`config.mk`:
```
export PLATFORM = sky130hd
export DESIGN_NAME = wide_add_sequencer
export DESIGN_NICKNAME = d
export VERILOG_FILES = /design/src/rtl/wide_add_sequencer.sv
export SDC_FILE = /design/constraint.sdc
export NUM_CORES = 1
export LEC_CHECK = 0
export CAP_MARGIN = 5
export CORE_MARGIN = 2
export CORE_UTILIZATION = 52
export CTS_CLUSTER_SIZE = 40
export DETAILED_ROUTE_END_ITERATION = 8
export PLACE_DENSITY = 0.81
export REMOVE_ABC_BUFFERS = 1
export SLEW_MARGIN = 20
export SYNTH_ARGS = -nofsm -noshare
export SYNTH_HDL_FRONTEND = slang
export SYNTH_SLANG_ARGS = --single-unit
```
`constraint.sdc`:
```
create_clock -name clk -period 6.3 [get_ports clk]
set_input_delay 0.945 -clock clk [delete_from_list [all_inputs] [get_ports clk]]
set_output_delay 0.945 -clock clk [all_outputs]
set_load 0.02 [all_outputs]
```
`src/rtl/wide_add_sequencer.sv`:
```
// wide_add_sequencer: multi-cycle wide add/subtract engine.
// One CHUNK_WIDTH-bit carry-select adder is stepped over the operands,
// LSB chunk first, with a registered carry linking one chunk to the next.
//
// carry_select_adder ports:
//   a, b  : WIDTH-bit addends
//   cin   : carry-in
//   sum   : WIDTH-bit sum
//   cout  : carry-out
//
// wide_add_sequencer ports:
//   clk, rst             : clock (rising edge), synchronous active-high reset
//   in_valid / in_ready  : operand handshake (A, B, Cin, SUB sampled on accept)
//   A, B                 : DATA_WIDTH-bit operands
//   Cin                  : carry-in (add) / borrow-in (sub)
//   SUB                  : 0 -> S = A+B+Cin, 1 -> S = A-B-Cin
//   out_valid / out_ready: result handshake
//   S, Cout, Ovf         : result, carry-out of MSB (sub: 1 = no borrow), signed overflow
//   busy                 : high while chunks are being processed

module carry_select_adder #(
  parameter int WIDTH = 32,
  parameter int BLOCK = 16
) (
  input  logic [WIDTH-1:0] a,
  input  logic [WIDTH-1:0] b,
  input  logic             cin,
  output logic [WIDTH-1:0] sum,
  output logic             cout
);

  localparam int NBLK = WIDTH / BLOCK;

  if (BLOCK < 1 || (WIDTH % BLOCK) != 0) begin : g_bad_block
    $error("carry_select_adder: WIDTH must be a multiple of BLOCK");
  end

  logic [NBLK:0] c;

  assign c[0] = cin;

  // Each block precomputes its sum for both possible incoming carries;
  // the real carry only drives a mux, so the carry path is one mux per block.
  for (genvar i = 0; i < NBLK; i++) begin : g_blk
    logic [BLOCK:0] s0;
    logic [BLOCK:0] s1;

    assign s0 = {1'b0, a[i*BLOCK +: BLOCK]} + {1'b0, b[i*BLOCK +: BLOCK]};
    assign s1 = {1'b0, a[i*BLOCK +: BLOCK]} + {1'b0, b[i*BLOCK +: BLOCK]}
                + {{BLOCK{1'b0}}, 1'b1};

    assign sum[i*BLOCK +: BLOCK] = c[i] ? s1[BLOCK-1:0] : s0[BLOCK-1:0];
    assign c[i+1]                = c[i] ? s1[BLOCK] : s0[BLOCK];
  end

  assign cout = c[NBLK];

endmodule

// state | meaning
// IDLE  | waiting for operands, in_ready = 1
// RUN   | processing chunk cnt (0 .. CHUNKS-1), busy = 1
// DONE  | result on S/Cout/Ovf, out_valid = 1, may accept next operands
module wide_add_sequencer #(
  parameter int DATA_WIDTH  = 128,
  parameter int CHUNK_WIDTH = 32,
  parameter int BLOCK_SIZE  = 16
) (
  input  logic                  clk,
  input  logic                  rst,
  input  logic                  in_valid,
  output logic                  in_ready,
  input  logic [DATA_WIDTH-1:0] A,
  input  logic [DATA_WIDTH-1:0] B,
  input  logic                  Cin,
  input  logic                  SUB,
  output logic                  out_valid,
  input  logic                  out_ready,
  output logic [DATA_WIDTH-1:0] S,
  output logic                  Cout,
  output logic                  Ovf,
  output logic                  busy
);

  localparam int CHUNKS = (CHUNK_WIDTH > 0) ? DATA_WIDTH / CHUNK_WIDTH : 1;
  localparam int CNT_W  = (CHUNKS > 1) ? $clog2(CHUNKS) : 1;
  localparam logic [CNT_W-1:0] LAST_CNT = CNT_W'(CHUNKS - 1);

  if (CHUNK_WIDTH < 1 || (DATA_WIDTH % CHUNK_WIDTH) != 0 || DATA_WIDTH < CHUNK_WIDTH) begin : g_bad_chunk
    $error("wide_add_sequencer: DATA_WIDTH must be a multiple of CHUNK_WIDTH");
  end
  if (BLOCK_SIZE < 1 || (CHUNK_WIDTH % BLOCK_SIZE) != 0) begin : g_bad_blk
    $error("wide_add_sequencer: CHUNK_WIDTH must be a multiple of BLOCK_SIZE");
  end

  typedef enum logic [1:0] {
    IDLE = 2'd0,
    RUN  = 2'd1,
    DONE = 2'd2
  } state_t;

  state_t                  state;
  logic [CNT_W-1:0]        cnt;
  logic                    carry;
  // Operand registers shift right one chunk per RUN cycle, so the chunk
  // being worked on is always in the low CHUNK_WIDTH bits.
  logic [DATA_WIDTH-1:0]   a_reg;
  logic [DATA_WIDTH-1:0]   b_reg;
  logic [CHUNK_WIDTH-1:0]  chunk_sum;
  logic                    chunk_cout;
  logic [DATA_WIDTH-1:0]   res_next;
  logic                    accept;
  logic                    msb_cin;

  assign in_ready  = (state == IDLE) || ((state == DONE) && out_ready);
  assign accept    = in_valid && in_ready;
  assign out_valid = (state == DONE);
  assign busy      = (state == RUN);

  carry_select_adder #(
    .WIDTH (CHUNK_WIDTH),
    .BLOCK (BLOCK_SIZE)
  ) u_adder (
    .a    (a_reg[CHUNK_WIDTH-1:0]),
    .b    (b_reg[CHUNK_WIDTH-1:0]),
    .cin  (carry),
    .sum  (chunk_sum),
    .cout (chunk_cout)
  );

  // Result assembly: finished chunks shift down from the top, so after the
  // last chunk the full result is in order. Only the not-yet-final upper part
  // needs storage; the last chunk goes straight into S.
  if (CHUNKS > 1) begin : g_res
    logic [DATA_WIDTH-CHUNK_WIDTH-1:0] res_q;

    assign res_next = {chunk_sum, res_q};

    always_ff @(posedge clk) begin
      if (rst) begin
        res_q <= '0;
      end else if (state == RUN) begin
        res_q <= res_next[DATA_WIDTH-1:CHUNK_WIDTH];
      end
    end
  end else begin : g_res_single
    assign res_next = chunk_sum;
  end

  // On the final chunk the low operand bits hold the original MSB chunk.
  assign msb_cin = chunk_sum[CHUNK_WIDTH-1] ^ a_reg[CHUNK_WIDTH-1] ^ b_reg[CHUNK_WIDTH-1];

  always_ff @(posedge clk) begin
    if (rst) begin
      state <= IDLE;
      cnt   <= '0;
      carry <= 1'b0;
      a_reg <= '0;
      b_reg <= '0;
      S     <= '0;
      Cout  <= 1'b0;
      Ovf   <= 1'b0;
    end else if (accept) begin
      // Subtraction is A + ~B + 1 - Cin: invert B and flip the carry-in.
      state <= RUN;
      cnt   <= '0;
      carry <= Cin ^ SUB;
      a_reg <= A;
      b_reg <= B ^ {DATA_WIDTH{SUB}};
    end else begin
      case (state)
        RUN: begin
          a_reg <= a_reg >> CHUNK_WIDTH;
          b_reg <= b_reg >> CHUNK_WIDTH;
          carry <= chunk_cout;
          cnt   <= cnt + CNT_W'(1);
          if (cnt == LAST_CNT) begin
            state <= DONE;
            S     <= res_next;
            Cout  <= chunk_cout;
            Ovf   <= msb_cin ^ chunk_cout;
          end
        end
        DONE: begin
          if (out_ready) begin
            state <= IDLE;
          end
        end
        IDLE: begin
          state <= IDLE;
        end
        default: begin
          state <= IDLE;
        end
      endcase
    end
  end

endmodule

```
; ---- Word-level counts from Yosys, hierarchy flattened
; Cells that the tools add are included.
[classes]
addsub = 5
eq_ne = 7
n_mux = 14
reduce_logical = 9
bitwise = 6
[op_table]
columns = cell, n
row1 = 128-bit two-way mux, 4
row2 = 128-bit bitwise XOR, 1
row3 = 16-bit by 16-bit adder with 17-bit output, 2
row4 = "17-bit by 1-bit adder with 17-bit output, second input constant", 2
row5 = 16-bit two-way mux, 2
row6 = "3-bit by 1-bit != test with 1-bit output, second input constant", 2
row7 = 1-bit two-way mux, 5
row8 = "2-bit equality test, second input constant", 2
row9 = 2-bit two-way mux, 2
row10 = "2-bit by 1-bit != test with 1-bit output, second input constant", 2
row11 = 2-bit case mux with 2 select lines, 1
row12 = 2-bit AND reduction, 2
row13 = 1-bit bitwise XOR, 4
row14 = 3-bit AND reduction, 1
row15 = "2-bit by 1-bit adder with 2-bit output, second input constant", 1
row16 = "2-bit by 1-bit equality test with 1-bit output, second input constant", 1
row17 = 1-bit logical AND, 2
row18 = 2-bit zero test, 1
row19 = 2-bit nonzero test, 1
row20 = 2-bit OR reduction, 1
row21 = 1-bit logical OR, 1
row22 = 1-bit NOT, 1
[word_totals]
in_bits = 262
ff_bits = 487
wordCells = 51
out_inout_bits = 133

; ---- Logic depth before layout (Yosys ltp)
[depth]
depth_word = 7
mapped_depth = 14
mapped_depth_nobuf = 13

; ---- Hierarchy
; Synthesis repeated with hierarchy kept, for this count alone.
[hier_totals]
hier_cells = 2769
area_unflattened_um2 = 22502.8
[by_module_without_submodules]
columns = mod, cells_each, seq_area_each_um2, area_each_um2, instances
row1 = wide_add_sequencer, 2486, 9749.4, 20433.3, 1
row2 = carry_select_adder, 283, 0.0, 2069.5, 1

; ---- Worst setup path after synthesis
; OpenSTA, ideal clock, no wires.
[synth_timing]
path_kind = register to register
start = reg a_reg[0]
end = reg S[115]
stages_incl_launch_ff = 15
setup_ns = 0.134
t_required_ns = 6.166
setup_slack_ns = 1.719
arrival_time_ns = 4.447
synth_period_minus_slack_ns = 4.581
n_path_buf = 1
path_cell_list = dfxtp_1 > ha_1 > fa_1 > a211oi_1 > o21ai_4 > xor2_2 > nand2_2 > or4_4 > or3_4 > o41a_1 > or2_1 > buf_6 > o41a_1 > and4_1 > or4_1
[synth_via]
elab_chain_cells = 4
[synth_rtl]
columns = item, line_no
row1 = "start, declared", 107  ; logic [DATA_WIDTH-1:0] a_reg;
row2 = "start signal, assigned", 173  ; a_reg <= a_reg >> CHUNK_WIDTH;
row3 = 16-bit by 16-bit adder with 17-bit output (*), "48, 49"
row4 = 17-bit by 1-bit adder with 17-bit output, 50  ; + {{BLOCK{1'b0}}, 1'b1};
row5 = 1-bit two-way mux (*), 53  ; assign c[i+1] = c[i] ? s1[BLOCK] : s0[BLOCK];
row6 = 16-bit two-way mux (*), 52  ; assign sum[i*BLOCK +: BLOCK] = c[i] ? s1[BLOCK-1:0] : s0[BLOCK-1:0];
row7 = "end signal, assigned", 179  ; S <= res_next;
row8 = "end, declared", 79  ; output logic [DATA_WIDTH-1:0] S,
; Mark *: on every way between the ends. The rest lies on a longest branch, timed or not.
; A chain may end at the register's enable or synchronous reset.

; ---- Final worst setup path
[layout_timing]
start = reg a_reg[0]
end = reg g_res.res_q[83]
[layout_via]
elab_chain_cells = 4
[layout_rtl]
columns = item, line_no
row1 = 16-bit by 16-bit adder with 17-bit output (*), "48, 49"
row2 = 17-bit by 1-bit adder with 17-bit output, 50
row3 = 1-bit two-way mux (*), 53
row4 = 16-bit two-way mux (*), 52
row5 = "end signal, assigned", 143  ; res_q <= res_next[DATA_WIDTH-1:CHUNK_WIDTH];
row6 = "end, declared", 135  ; logic [DATA_WIDTH-CHUNK_WIDTH-1:0] res_q;
; Marked as above.

==> flow_summary.ini <==
[synth]
synth_edf_count = 0
synthCells = 2570
ys_top_cells_by_area = dfxtp_1 (47%), nand2_1 (9.7%), a21oi_1 (8.9%), xnor2_1 (5.4%), nor2_1 (4.6%)
synth_top_cell_by_area = dfxtp_1
async_flop_share_pct = 0
ys_seq_elements = 487
ys_seq_area_share_pct = 46.6
synth_ff_type = dfxtp_1
avgSynthCellArea_um2 = 8.15
netlist-cell-type-count = 61
netlist.area_leader.share_pct = 46.6
netlist_area_um2 = 20900
synth_warnings = 0

[setup_path]
r2r_slack_ns = 1.27
startpoint = a_reg[0]
arrival_ns = 5.47
crit_buf_inv = 0
r2r-end = g_res.res_q[83]
cp_cell_sequence = ha_1 -> fa_1 -> a211oi_1 -> o21ai_4 -> xor2_2 -> nand2_2 -> or4_4 -> or3_4 -> o41a_1 -> or2_1 -> o41a_1 -> and4_1 -> or4_1
r2r-start = a_reg[0]
crit_path_top_delay_cell = or4_4
cp.required_ns = 6.74
cp-start-kind = flip-flop
reg2reg_depth = 13
crit_type = reg2reg
critPathMaxFanout = 10
critPathMaxStageDelay_ns = 0.53
crit_path_frequent_cell = o41a_1
crit_family = simple AND/OR/NAND/NOR gates
end_kind = flip-flop

[grt]
grt_max_degree = 217
grt_pass1_vias = 17949
grt_antenna_before_repair = 5
grt-ovfl-total = 0
grt_pass1_wl_mm = 93.1
grt_usage_pct = 27.1

[pwr]
p_per_area_nw_per_um2 = 276
power_w = 0.00736
peakVddDrop_v = 0.000192
p_leak_nw = 9.37

[clock_tree]
clkSinkCount = 487
cts_hold_buf = 0
cts_tree = built
cts_resized = 0
cts.reportedPaths.clkPinSlew_ns = 0.06
root_buffer = clkbuf_16
numCtsBuffers = 51
clockBufferDepth = 3
worstSkewPairLatency_ns = 0.57
htreeDepth = 2
postCtsSetupBuffers = 0

[sta]
post-route-min-period_ns = 5.03
max_clock_freq_mhz = 199
setup_slack_ns = 1.27
setup_viol = 0
timing.setup.tns_ns = 0
maxSlewViolCount = 0
tightest_slew_ns = 1.02
hold_viol_final = 0
period_share_pct = 79.8
rsz0062_at_grt = false
clock-skew-final_ns = 0.0126
slew_headroom_pct = 32.3

[floorplan]
initial_core_util_pct = 52.7
io_pins = 395
die_y_um = 205
std_cell_rows = 73
die_x_um = 205
core_um2 = 39700
dieArea_um2 = 41900

[detailed_routing]
dr.pass1.iters = 6
drc_errors = 0
dr.first_iter.drc_count = 1622
wl_per_cell_um = 17.2
drt-vias-per-instance = 5.65
ant_nets = 0
vias = 19177
wl_mm = 58.3

[finish]
final_common_cell = nand2_1
mostFrequentLayoutCells = nand2_1 (537), dfxtp_1 (487), clkdlybuf4s50_1 (392)
fillers = 3250
nets = 3125
design_area_um2 = 26700
syn_to_final_growth_pct = 27.4
multiInputGateArea_um2 = 10400
final_core_util_pct = 67.1
layout-drive-gt1-share_pct = 4.36
seq_area_um2 = 9750

[flow_run]
cap_violations = 0

[min_path]
min_path_type = reg2reg
hp-start = g_res.res_q[6]
min_path_cells = 2
min_to = S[6]

[placement]
dpl_worst_slack_ns = 1.33
port_buffers = 394
dp_hpwl_mm = 38.5
gp_congestion = 0.861
dpl_cell_area_um2 = 25000

[outcome]
status = finished, final reports clean
## cell families (layout without fill, tap and decap cells)
| logic type | count (synthesis) | count (layout) | share of synthesized area, % |
|---|---|---|---|
| fa+ha+maj | 37 | 37 | 2.28 |
| compound gates | 683 | 683 | 20.5 |
| other cells | 0 | 4 | 0 |
| mux | 4 | 4 | 0.191 |
| buf+inv | 220 | 518 | 3.98 |
| simple gates | 957 | 957 | 18.8 |
| flops | 487 | 487 | 46.6 |
| xor+xnor | 182 | 182 | 7.71 |
## stage by stage
stage | cells | hold slack (ns)
floorplan | 2360 | 0.426
global placement | 3298 | 0.437
detailed placement | 3298 | 0.441
CTS | 3393 | 0.450
global route | 3397 | 0.468
finish | 3397 | 0.449
## worst min-delay path, stage by stage (launching register included)
cell	delay (ns)
dfxtp_1	0.31
nand2_1	0.05
a21oi_1	0.05
## report_power, final
part / switching [W] / total (W) / internal [W]
Combinational: 0.000578 / 0.00101 / 0.000434
Sequential: 0.0000970 / 0.00333 / 0.00323
Clock: 0.00122 / 0.00302 / 0.00179
## final cells by class
cell class | count | share of cell area [%]
diodes | 4 | 0.0375
clock buffers | 82 | 5.90
clock inverters | 13 | 0.502
inverters | 10 | 0.169
multi-input cells | 1863 | 38.9
flip-flops and latches | 487 | 36.5
well taps | 525 | 2.46
repair buffers | 413 | 15.4
## Yosys cell counts (16+ instances only)
master and n:
a211oi_1 40, a21oi_1 373, a221oi_1 97, a22oi_1 96, clkbuf_1 201, dfxtp_1 487, ha_1 35, nand2_1 539
nand3_1 74, nor2_1 254, nor3_1 16, o21ai_0 29, xnor2_1 128, xor2_1 52
## layer usage
metal,track usage [%],wire length (um)
met1,37.1,25600
met2,42.7,27100
met3,4.55,3780
met4,10.7,1810
met5,0,13
## worst max-delay path by stage
| stage | endpoint | slack, ns | cells after the start |
|---|---|---|---|
| final | g_res.res_q[83] | 1.27 | 13 |
| after CTS | g_res.res_q[83] | 1.32 | 13 |
| after detailed placement | g_res.res_q[83] | 1.33 | 13 |
| after global routing | g_res.res_q[83] | 1.02 | 13 |
| after floorplan | b_reg[0] | -9.59 | 5 |
| after global placement | g_res.res_q[83] | 1.39 | 13 |
Note: power is estimated with default switching activity, not from simulation.
